**config.mk**
```make
export PLATFORM = sky130hd
export DESIGN_NAME = bus_arbiter
export DESIGN_NICKNAME = d
export VERILOG_FILES = /design/src/rtl/bus_arbiter_pkg.sv /design/src/rtl/bus_rr_select.sv /design/src/rtl/bus_arbiter.sv
export SDC_FILE = /design/constraint.sdc
export NUM_CORES = 1
export LEC_CHECK = 0
export CAP_MARGIN = 20
export CORE_MARGIN = 3
export CORE_UTILIZATION = 53
export DETAILED_ROUTE_END_ITERATION = 10
export PLACE_DENSITY = 0.73
export SYNTH_ARGS = -nofsm -noshare
export SYNTH_HDL_FRONTEND = slang
export SYNTH_SLANG_ARGS = --single-unit
export TNS_END_PERCENT = 1
```
**constraint.sdc**
```tcl
create_clock -name clk -period 2 [get_ports clk]
set_input_delay 0.3 -clock clk [delete_from_list [all_inputs] [get_ports clk]]
set_output_delay 0.3 -clock clk [all_outputs]
set_load 0.05 [all_outputs]
```
**src/rtl/bus_arbiter_pkg.sv**
```systemverilog
// Shared constants for the three-state bus arbiter: FSM encodings, counter width
// and the clog2 helper used to validate the owner index width.
package bus_arbiter_pkg;

    localparam int unsigned TENURE_W = 8;

    typedef enum logic [1:0] {
        IDLE  = 2'd0,
        GRANT = 2'd1,
        TURN  = 2'd2
    } arb_state_t;

    function automatic int unsigned clog2(input int unsigned value);
        int unsigned r;
        r = 0;
        while ((64'd1 << r) < 64'(value)) begin
            r = r + 1;
        end
        return r;
    endfunction

endpackage

```
**src/rtl/bus_rr_select.sv**
```systemverilog
// Combinational round-robin picker: first requester strictly after `last`,
// wrapping to the lowest requester when none sits above the pointer.
module bus_rr_select
    import bus_arbiter_pkg::*;
#(
    parameter int unsigned N_USERS = 4,
    parameter int unsigned OWNER_W = 2
) (
    input  logic [N_USERS-1:0] req,
    input  logic [OWNER_W-1:0] last,
    output logic [OWNER_W-1:0] sel_c,
    output logic               valid_c
);

    logic               hi_found;
    logic               lo_found;
    logic [OWNER_W-1:0] hi_sel;
    logic [OWNER_W-1:0] lo_sel;

    // Downward scan so the final hit in each class is the lowest index;
    // a pointer beyond N_USERS-1 simply leaves the upper class empty.
    always_comb begin
        hi_found = 1'b0;
        lo_found = 1'b0;
        hi_sel   = '0;
        lo_sel   = '0;
        for (int u = int'(N_USERS) - 1; u >= 0; u--) begin
            if (req[u]) begin
                lo_found = 1'b1;
                lo_sel   = OWNER_W'(u);
                if (u > int'(last)) begin
                    hi_found = 1'b1;
                    hi_sel   = OWNER_W'(u);
                end
            end
        end
        valid_c = lo_found;
        sel_c   = hi_found ? hi_sel : lo_sel;
    end

endmodule

```
**src/rtl/bus_arbiter.sv**
```systemverilog
// Round-robin owner of the shared three-state bus: one-hot drive enables,
// capped tenure and a one-cycle all-off turnaround between drivers.
module bus_arbiter
    import bus_arbiter_pkg::*;
#(
    parameter int unsigned N_USERS    = 4,
    parameter int unsigned MAX_TENURE = 8,
    parameter int unsigned OWNER_W    = 2
) (
    input  logic               clk,
    input  logic               reset,
    input  logic [N_USERS-1:0] req,
    output logic [N_USERS-1:0] en,
    output logic               busy,
    output logic [OWNER_W-1:0] owner,
    output logic               turn
);

    if (OWNER_W != clog2(N_USERS)) begin : g_bad_owner_w
        $error("bus_arbiter: OWNER_W must equal clog2(N_USERS)");
    end

    arb_state_t          state;
    logic [TENURE_W-1:0] tenure;
    logic [OWNER_W-1:0]  last;
    logic [OWNER_W-1:0]  sel_c;
    logic                sel_valid_c;

    bus_rr_select #(
        .N_USERS (N_USERS),
        .OWNER_W (OWNER_W)
    ) u_rr_select (
        .req     (req),
        .last    (last),
        .sel_c   (sel_c),
        .valid_c (sel_valid_c)
    );

    // Single registered FSM; TURN arbitrates exactly like IDLE on its one edge.
    always_ff @(posedge clk) begin
        if (reset) begin
            state  <= IDLE;
            en     <= '0;
            busy   <= 1'b0;
            owner  <= '0;
            turn   <= 1'b0;
            tenure <= '0;
            last   <= OWNER_W'(N_USERS - 1);
        end else begin
            case (state)
                IDLE, TURN: begin
                    turn <= 1'b0;
                    if (sel_valid_c) begin
                        en     <= N_USERS'(1) << sel_c;
                        busy   <= 1'b1;
                        owner  <= sel_c;
                        last   <= sel_c;
                        tenure <= TENURE_W'(1);
                        state  <= GRANT;
                    end else begin
                        state <= IDLE;
                    end
                end
                GRANT: begin
                    // Release on dropped request or expired tenure; no preemption.
                    if (!req[owner] || (tenure == TENURE_W'(MAX_TENURE))) begin
                        en    <= '0;
                        busy  <= 1'b0;
                        turn  <= 1'b1;
                        state <= TURN;
                    end else begin
                        tenure <= tenure + TENURE_W'(1);
                    end
                end
                default: begin
                    en    <= '0;
                    busy  <= 1'b0;
                    turn  <= 1'b0;
                    state <= IDLE;
                end
            endcase
        end
    end

endmodule
```
# Word level (Yosys, flattened, before mapping)
# Cells that the tools add are included.
totals:
  ff_bits: 20
  latchBits: 0
  mem_bits_rw: 0
  romBits: 0
  in_bits: 6
  out_inout_bits: 8
  elab_cells: 64
  n_memories: 0
op_classes:
  add_sub_neg: 1
  multipliers: 0
  div: 0
  magnitude_cmp: 4
  n_eq_ne: 6
  shift: 1
  mux: 35
  bitwise_logic: 1
  n_reduce_logical: 9
op_table:
  columns: ["op", "n"]
  rows:
  - ["2-to-1 mux 2 bit", 12]
  - ["2-to-1 mux 8 bit", 2]
  - ["case mux 8 bit (2 select lines)", 1]
  - ["2-to-1 mux 1 bit", 14]
  - ["adder 8 x 1 -> 8 bit, second input constant", 1]
  - ["equality test 8 x 4 -> 1 bit, second input constant", 1]
  - ["2-to-1 mux 4 bit", 2]
  - ["case mux 4 bit (2 select lines)", 1]
  - ["inequality test 2 bit, second input constant", 3]
  - ["greater-than comparator 2 bit, first input constant", 2]
  - ["case mux 2 bit (2 select lines)", 1]
  - ["AND reduction 2 bit", 2]
  - ["OR reduction 2 bit", 2]
  - ["left shift 1 x 2 -> 4 bit, first input constant", 1]
  - ["less-than comparator 2 x 3 -> 1 bit, second input constant", 1]
  - ["AND reduction 3 bit", 1]
  - ["binary-select mux 1 bit (select 2 bit)", 1]
  - ["equality test 2 x 1 -> 1 bit, second input constant", 1]
  - ["equality test 2 bit, second input constant", 1]
  - ["greater-than comparator 1 x 2 -> 1 bit, first input constant", 1]
  - ["zero test 2 bit", 1]
  - ["case mux 1 bit (2 select lines)", 1]
  - ["nonzero test 2 bit", 1]
  - ["zero test 1 bit", 1]
  - ["2 further kinds", 2]

# Logic depth before layout (Yosys ltp)
# Gate-level depths: netlist of run 1.
logic_depth:
  ltp_word: 11
  mapped_depth: 7
  depth_no_buf: 6

# Modules after synthesis
# From an unflattened synthesis of run 1, not the netlist that was laid out.
hier_totals:
  hier_cells: 118
  hier_area_um2: 1008.5
by_module_without_submodules:
  columns: ["mod", "instances", "cells_per_inst", "area_each_um2"]
  rows:
  - ["bus_arbiter", 1, 104, 922.1]
  - ["bus_rr_select", 1, 14, 86.3]

# Worst setup path before layout of run 1
# No wires, ideal clock.
synth_timing:
  path_kind: "register to register"
  from: "register owner[0]"
  to: "register en[2]"
  setup_time_ns: 0.134
  arrival_time_ns: 1.732
  required_ns: 1.866
  slack_ns: 0.135
  path_stages_with_launch: 6
  cell_sequence: "dfxtp_1 > mux2_2 > a2bb2oi_2 > buf_2 > o31a_2 > o32ai_1"
synth_between:
  elab_chain_len: 6
synth_lines:
  columns: ["item", "line", "source"]
  rows:
  - ["start: declaration", "bus_arbiter.sv:15", "output logic [OWNER_W-1:0] owner,"]
  - ["start signal: assignment", "bus_arbiter.sv:56", "owner <= sel_c;"]
  - ["binary-select mux 1 bit (select 2 bit)", "bus_arbiter.sv:66", "if (!req[owner] || (tenure == TENURE_W'(MAX_TENURE))) begin"]
  - ["2-to-1 mux 1 bit (implied by the code)", "bus_arbiter.sv:66", null]
  - ["zero test 1 bit", "bus_arbiter.sv:66", null]
  - ["logical OR 1 bit", "bus_arbiter.sv:66", null]
  - ["inequality test 2 bit (no line)", null, null]
  - ["AND reduction 2 bit (no line)", null, null]
  - ["end signal: assignment", "bus_arbiter.sv:54", "en <= N_USERS'(1) << sel_c;"]
  - ["end: declaration", "bus_arbiter.sv:13", "output logic [N_USERS-1:0] en,"]
# No other way between the ends. The select of a mux whose other input is x is not followed.
# A chain may end at the register's enable or synchronous reset.

# Worst setup path in the final report of run 1
layout_timing:
  from: "register owner[1]"
  to: "output owner[1]"
# No word-level cell between the ends.

==> results, run 1 <==
- For the worst setup path, the data arrival time is 1.60 ns.
- The via count of the first global-routing pass was 855.
- Together, buffers and inverters on the worst path number 1.
- The mean area per synthesized cell is 8.727 um^2.
- The number of nets handed over by synthesis was between 100 and 150.
- For this block, the routed nets add up to 2330 um of wire.
- After the last flow step, the layout net total stands at 147.
- The share of the clock period used by the worst path is 94.75%.
- The leakage power figure is ~0.00045 uW.
- The initial core utilization is 58.25%.
- The maximum cell stage delay along the critical path is 0.84 ns.
- The synthesized cell area is a little over 1000 um^2.
- The total of flip-flops plus latches after synthesis is 20.
- The total number of yosys warnings is 0.
- The path class of the lowest-slack min-delay path is reg -> reg.
- The number of max-slew violations in the final report is 0.
- The number of enable-type register cells in the synthesized netlist is 0.
- The HPWL after detailed placement is between 1500 and 2000 um.
- Counting distinct cell types in the post-synthesis netlist gives 38.
- The deepest level of the CTS H-tree is 1.
- The clock arrives with 0.004936 ns of skew.
- The average vias per placed instance is between 5 and 6.
- Setup slack on the worst reg-to-reg path comes out at 0.19 ns.
- The total area inside the core boundary comes to 1783 um^2.
- The buffers inserted during post-CTS setup optimization is 0.
- The net switching power figure is 308.8 uW.
- The max-cap check violation count is 0.
- The worst setup path is captured at an output port.
- Clock tree synthesis inserted a total of 3 buffers.
- The largest individual stage delay along the critical path comes from the cell sky130_fd_sc_hd__clkdlybuf4s50_1.
- For the worst flop-to-flop path, the logic depth is 6.
- In the synthesized netlist the async set-or-reset flop fraction comes to 0%.
- The clock period could shrink to 1.895 ns.
- The initial antenna violation count is 0.
- Along the worst path, the maximum fanout reaches 6.
- The most repeated cell in the gate-level netlist after synthesis is sky130_fd_sc_hd__dfxtp_1.
- Final hold analysis gives a worst-case slack of around 0.47 ns.
- Headroom to the max-slew limit came out at 66.50%.
- The routed via count is 964.
- In the synthesized netlist, the number of instances is 119.
- The worst hold path begins at en[2]$_SDFFE_PP0P_.
- For this run the aggregate overflow at the end of global routing stands at 0.
- The floorplan has 15 rows.
- The critical path launch point type is a register.
- The pre-CTS setup slack is -0.1262 ns.
- For the pin with the worst max-slew slack, the measured transition is 0.5009 ns.
- After clock tree synthesis, the clock-pin slew on the worst setup and hold paths is 0.11 ns.
- After synthesis, the largest area contributor takes up 38.55% of total cell area.
- The repair_antennas step left the layout with diodes totalling 0.
- Hold repair after CTS inserted 0 buffers.
- The number of DRC violations after detailed routing is 0.
- The path with the worst hold slack has its endpoint at en[2]$_SDFFE_PP0P_.
- The number of hold violations in the final report is 0.
- The sequential fraction of design power is 48.0%.
- Setup violations remaining at the end of the flow were counted as 0.
- After clock tree synthesis, the repair step resized 0 gates.
- The iteration count of the initial detailed-routing pass is 4.
- The design internal power is 649.3 uW.
- Among all flip-flop cells after synthesis, the most frequent one is sky130_fd_sc_hd__dfxtp_1.
- VDD sags by at most 491.6 uV.
- In this run the horizontal extent of the chip is 50.27 um.
- The core occupancy in the finished layout is 71.37%.
- Timing would allow up to 0.5277 GHz.
- Sequential cells were found to cover 38.55% of the synthesized design area.
- Net switching is roughly 32% of the power.
- After layout, the worst setup slack is 0.1050 ns.
- The wire length per cell is 14.29 um.
- Including well taps, the total number of placed cells is 159.
- The clock tree from TritonCTS is done.
- The hold path depth is 2.
- By area the synthesized netlist is led by sky130_fd_sc_hd__dfxtp_1 39%, sky130_fd_sc_hd__a21oi_1 4.8%, sky130_fd_sc_hd__or4_1 4.3%.
- The critical path goes through clkdlybuf4s50_1.
- 14 I/O pins were placed.
- Setup repair after global routing left no endpoint under its margin.
- The post-synthesis cell type with the largest combined area is sky130_fd_sc_hd__dfxtp_1.
- The class of the most critical setup path is reg -> out.
- The share of total power dissipated in the clock network is 24.4%.
- The critical register-to-register path startpoint is tenure[1]$_SDFFE_PP0P_.
- The deepest clock path buffer count is 2.
- The final instance count without filler cells is 163.
- The buffer cell driving the clock tree root is sky130_fd_sc_hd__clkbuf_4.
- The die outline area is roughly 2500 um^2.
- Of the cells placed in the final design, the portion with a size suffix greater than 1 is 12.32%.
- Sorting the synthesized cells by how often they occur yields 20 x sky130_fd_sc_hd__dfxtp_1, 10 x sky130_fd_sc_hd__a21oi_1, 8 x sky130_fd_sc_hd__inv_1, 7 x sky130_fd_sc_hd__nand2_1.
- The power share of the combinational group is around 28%.
- The worst flop-to-flop path endpoint is tenure[5]$_SDFFE_PP0P_.
- The count of clock tree sinks is 20.
- The die span in y is 50.27 um.
- The flow ran to the end, and the final reports show no timing, DRC or antenna violations.
- Entering global routing, the biggest net connects 19 pins.
- The port buffer count is 13.
- Among cell families on the critical path, the largest total delay comes from buffers and inverters.
- The areal power density over the cells is around 750 nW/um^2.
- The congestion estimate from routability-driven global placement came to around 0.77.
- The latest clock arrival within the worst-skew pair is 0.30 ns.
- Global routing used 20.20% of the available tracks across all layers.
- The first global-routing pass estimated between 3000 and 4000 um of wire.
- The required time at the worst-slack endpoint is 1.70 ns.
- Compared with the post-synthesis result, the final layout area differs by 22.53%.
- The number of nets still failing antenna checks after routing is 0.
- For this block, the initial DRC count from the detailed router was 35.
-- registers in the layout, summed over array words and instances (netlist names) --
register and count:
last 2, turn 1, tenure 8, en 4, busy 1, owner 2
state 2
-- per-layer routing --
layer | vias to the layer above | GRT usage [%] | wire (um)
met3 | 4 | 3.858 | 138
met4 | 0 | 8.295 | 25
li1 | 489 | - | -
met1 | 443 | 27.26 | 1102
met5 | - | 0 | 0
met2 | 28 | 31.30 | 1064
-- worst max-delay path by stage --
stage	from	end	slack, ns	cells past startpoint
3_3_place_gp	req[1]	en[2]$_SDFFE_PP0P_	-0.09	5
5_1_grt	owner[1]$_SDFFE_PP0N_	owner[1]	0.04	1
4_1_cts	owner[1]$_SDFFE_PP0N_	owner[1]	0.10	1
2_1_floorplan	owner[0]$_SDFFE_PP0N_	en[2]$_SDFFE_PP0P_	0.13	5
6_report	owner[1]$_SDFFE_PP0N_	owner[1]	0.10	1
3_5_place_dp	req[1]	en[3]$_SDFFE_PP0P_	-0.13	5
-- area by class of cell --
type                    instances  area [um^2]
clock buffers                   4        36.28
fillers                       145        510.5
inverters                       8        30.03
multi-input cells              86        579.3
flip-flops and latches         20        400.4
well taps                      25        31.28
repair buffers                 20        195.2
-- logic make-up after synthesis --
family                   Yosys count  share of synthesized area, %
AND/OR/NAND/NOR                   43                         23.86
AO/OA/AOI/OAI                     38                         26.51
flip-flops                        20                         38.55
buffers and inverters             13                         5.663
multiplexers                       3                         3.012
adder cells (fa/ha/maj)            2                         2.409
-- power by group through the flow --
| stage | clock network, uW | logic [uW] | registers [uW] |
|---|---|---|---|
| 3_3_place_gp | 0 | 257 | 467 |
| 4_1_cts | 239 | 265 | 459 |
| 6_report | 234 | 265 | 460 |
| 5_1_grt | 253 | 285 | 465 |
| 3_5_place_dp | 0 | 264 | 468 |
| 2_1_floorplan | 0 | 118 | 515 |
-- layout by cell type (no fill, tap or decap), drive strengths merged, types with 2 or more instances in the layout --
| cell type | Yosys | routed |
|---|---|---|
| and3 | 2 | 2 |
| nand2b | 4 | 4 |
| mux2i | 2 | 2 |
| clkbuf | 2 | 4 |
| o31ai | 5 | 5 |
| o211ai | 2 | 2 |
| o21a | 2 | 2 |
| a211oi | 3 | 3 |
| nor2 | 6 | 6 |
| buf | 3 | 7 |
| a21oi | 10 | 10 |
| nand2 | 7 | 7 |
| nor3 | 4 | 4 |
| or3 | 3 | 3 |
| clkdlybuf4s50 | 0 | 13 |
| o2bb2ai | 2 | 2 |
| o21ai | 5 | 5 |
| o32ai | 2 | 2 |
| or4 | 6 | 6 |
| o41ai | 2 | 2 |
| inv | 8 | 8 |
| ha | 2 | 2 |
| dfxtp | 20 | 20 |
| nand3 | 4 | 4 |
-- stage by stage --
step                      instance area (um^2)  power, uW  TNS [ns]
after global placement                    1236      723.8   -0.6358
after CTS                                 1272      963.3         0
final                                     1272      958.1         0
after detailed placement                  1236      731.2   -0.8672
after global routing                      1272       1002         0
after floorplan                           1039      633.3         0
Power figures use the tool's default switching activity.
==> run 2: changes to the inputs <==
- CORE_MARGIN: 3 -> 4
==> results, run 2 (synthesized netlist as in run 1, its figures left out) <==
- The die span in y was 52.27 um (+4.0%).
- The I/O pin count is 14 (unchanged).
- The number of clock buffers inserted by TritonCTS was 3 (unchanged).
- The number of diodes added for antenna fixing is 0 (unchanged).
- The total routed wirelength is 2302 um (-1.2%).
- The number of max-slew violations in the final report is 0 (unchanged).
- The detailed placer's ending HPWL is 1737 um (-0.60%).
- On the critical path, the stage with the largest delay is an instance of sky130_fd_sc_hd__clkdlybuf4s50_1.
- The number of nets still failing antenna checks after routing is 0 (unchanged).
- The clock input transition at the sequential cells of the worst setup and hold paths is 0.12 ns (about the same).
- The detailed router's first-iteration violation count was 30 (-14%).
- The port buffer count is 13 (unchanged).
- The area of combinational cells with multiple inputs is 579.3 um^2 (unchanged).
- The critical path in this run is classified as reg -> out.
- The wire length per cell is 14.12 um (-1.2%).
- Traced cell by cell, the critical path runs through clkdlybuf4s50_1.
- The clock tree from TritonCTS is done.
- The final period demand of the worst path was 1.888 ns (-0.006724 ns).
- The number of placement rows is 15 (unchanged).
- The area growth from synthesis to layout is 24.10%.
- The most frequent standard cell in the layout excluding fill and tap cells is sky130_fd_sc_hd__dfxtp_1.
- The initial antenna violation count is 0 (unchanged).
- The share of the clock period used by the worst path is 94.42% (-0.34 points).
- The initial core utilization was 58.25% (unchanged).
- The number of nets in the layout came to 147 (unchanged).
- The wire length of the first global-routing pass came to 3939 um (+1.8%).
- The largest fanout of any net on the critical path is 6 (unchanged).
- The worst max-slew margin expressed relative to the limit is 66.83% (+0.33 points).
- The worst setup slack after layout is 0.1117 ns (+0.006724 ns).
- The global placement routability congestion is 0.7459 (-2.7%).
- The area inside the core boundary is 1783 um^2 (unchanged).
- More flip-flops sit in one register than any other, and that register is tenure.
- The max-cap check violation count was 0 (unchanged).
- The peak ir drop on the vdd network is 628.7 uV (+28%).
- The largest registers in the layout are tenure (8), en (4).
- The share of cells above drive strength 1 is 12.32% (unchanged).
- The width of the die was 52.27 um (+4.0%).
- The hold-fix buffer count after cts is 0 (unchanged).
- The final global-route overflow total is 0 (unchanged).
- The buffers inserted during post-CTS setup optimization is 0 (unchanged).
- The buffer cell driving the clock tree root is sky130_fd_sc_hd__clkbuf_4.
- The critical path launch point type is a register.
- The number of hold violations in the final report is 0 (unchanged).
- The count of buffering cells on the critical path with inverters included is 1 (unchanged).
- The average vias per placed instance is 5.896 (-0.31%).
- The count of clock tree sinks came to 20 (unchanged).
- The die outline area was 2732 um^2 (+8.1%).
- The instance count after placement with tap cells included came to 159 (unchanged).
- The final clock skew was 0.003460 ns (-0.001475 ns).
- The cell area after layout is 1289 um^2 (+1.3%).
- The total of fill cells in the finished design is 148 (+2.1%).
- Leaving out fill and tap cells, the most frequent cells in the layout are 20 x sky130_fd_sc_hd__dfxtp_1, 13 x sky130_fd_sc_hd__clkdlybuf4s50_1, 10 x sky130_fd_sc_hd__a21oi_1.
- The sequential cell area is 400.4 um^2 (unchanged).
- The leakage power figure was 0.0004573 uW (+1.5%).
- The path class of the lowest-slack min-delay path is reg -> reg.
- STA classifies the critical path endpoint as an output port.
- The pre-CTS setup slack is -0.1436 ns (-0.01741 ns).
- The latest clock arrival within the worst-skew pair is 0.31 ns (about the same).
- The post-detailed-placement cell area is 1236 um^2 (unchanged).
- The deepest level of the CTS H-tree is 1 (unchanged).
- The worst-margin pin slew came to 0.4959 ns (-0.004986 ns).
- The via count of the first global-routing pass was 905 (+5.8%).
- The run finished with clean final reports.
- The deepest clock path buffer count is 2 (unchanged).
- The maximum cell stage delay along the critical path is 0.84 ns (about the same).
- The flip-flop count of the largest register, all copies and words added is 8 (unchanged).
- The overall track demand over capacity in global routing was 19.32% (-0.88 points).
- The fmax came to 0.5296 GHz (+0.36%).
- The final instance count without filler cells was 163 (unchanged).
- The count of cells resized by post-cts repair is 0 (unchanged).
- Setup repair after global routing left no endpoint under its margin.
- The dominant delay contributor by cell family on the critical path is buffers and inverters.
- The number of DRC violations after detailed routing is 0 (unchanged).
- The worst hold margin came to 0.4696 ns (-0.0003400 ns).
- The iteration count of the initial detailed-routing pass came to 4 (unchanged).
- The data arrival time at the worst-slack endpoint is 1.59 ns (about the same).
- The count of endpoints failing setup in the final report is 0 (unchanged).
- The routed via count is 961 (-0.31%).
- The pin count of the biggest net entering global routing is 19 (unchanged).
- The required time at the worst-slack endpoint came to 1.70 ns (about the same).
- The areal power density over the cells is 819.5 nW/um^2 (+8.8%).
run 2: cell types whose count changed in the layout (fill, tap and decap cells not counted), sizes merged:
cell,delta
bufinv,+1
clkbuf,-1
run 2: per-layer routing:
metal  share of wire, %  global-route usage (%)
met5                  0                       0
met4               0.91                   8.085
met3                4.4                   3.419
met2                 47                   31.17
met1                 48                   25.22
run 2: path summary, 6_finish.rpt:
check	start	to	slack (ns)	cells past startpoint
worst max-delay path	owner[1]$_SDFFE_PP0N_	owner[1]	0.11	1
worst min-delay path	en[2]$_SDFFE_PP0P_	en[2]$_SDFFE_PP0P_	0.47	2
worst max register to register	tenure[0]$_SDFFE_PP0P_	tenure[6]$_SDFFE_PP0P_	0.17	6
worst min register to register	en[2]$_SDFFE_PP0P_	en[2]$_SDFFE_PP0P_	0.47	2
run 2: through the flow:
stage / setup TNS, ns / utilization (%) / power, uW
after floorplan: 0 / - / 633.3
after global placement: -0.6322 / 69.33 / 724.2
after detailed placement: -1.118 / 69.33 / 729.1
after CTS: 0 / 72.28 / 1061
after global routing: 0 / 72.28 / 1101
final: 0 / 72.28 / 1056
run 2: cell type report:
class / count / area share [%]
clock buffer: 3 / 1.748
clock inverter: 1 / 2.330
inverter: 8 / 2.330
multi-input combinational: 86 / 44.95
sequential: 20 / 31.07
tap: 25 / 2.427
timing repair buffer: 20 / 15.15
run 2: where the power goes:
| group | switching (uW) | leakage (uW) | internal, uW |
|---|---|---|---|
| sequential | 31.4 | 0.000164 | 428 |
| combinational | 154 | 0.000266 | 111 |
| clock | 130 | 0.0000279 | 203 |
| total | 315 | 0.000457 | 741 |
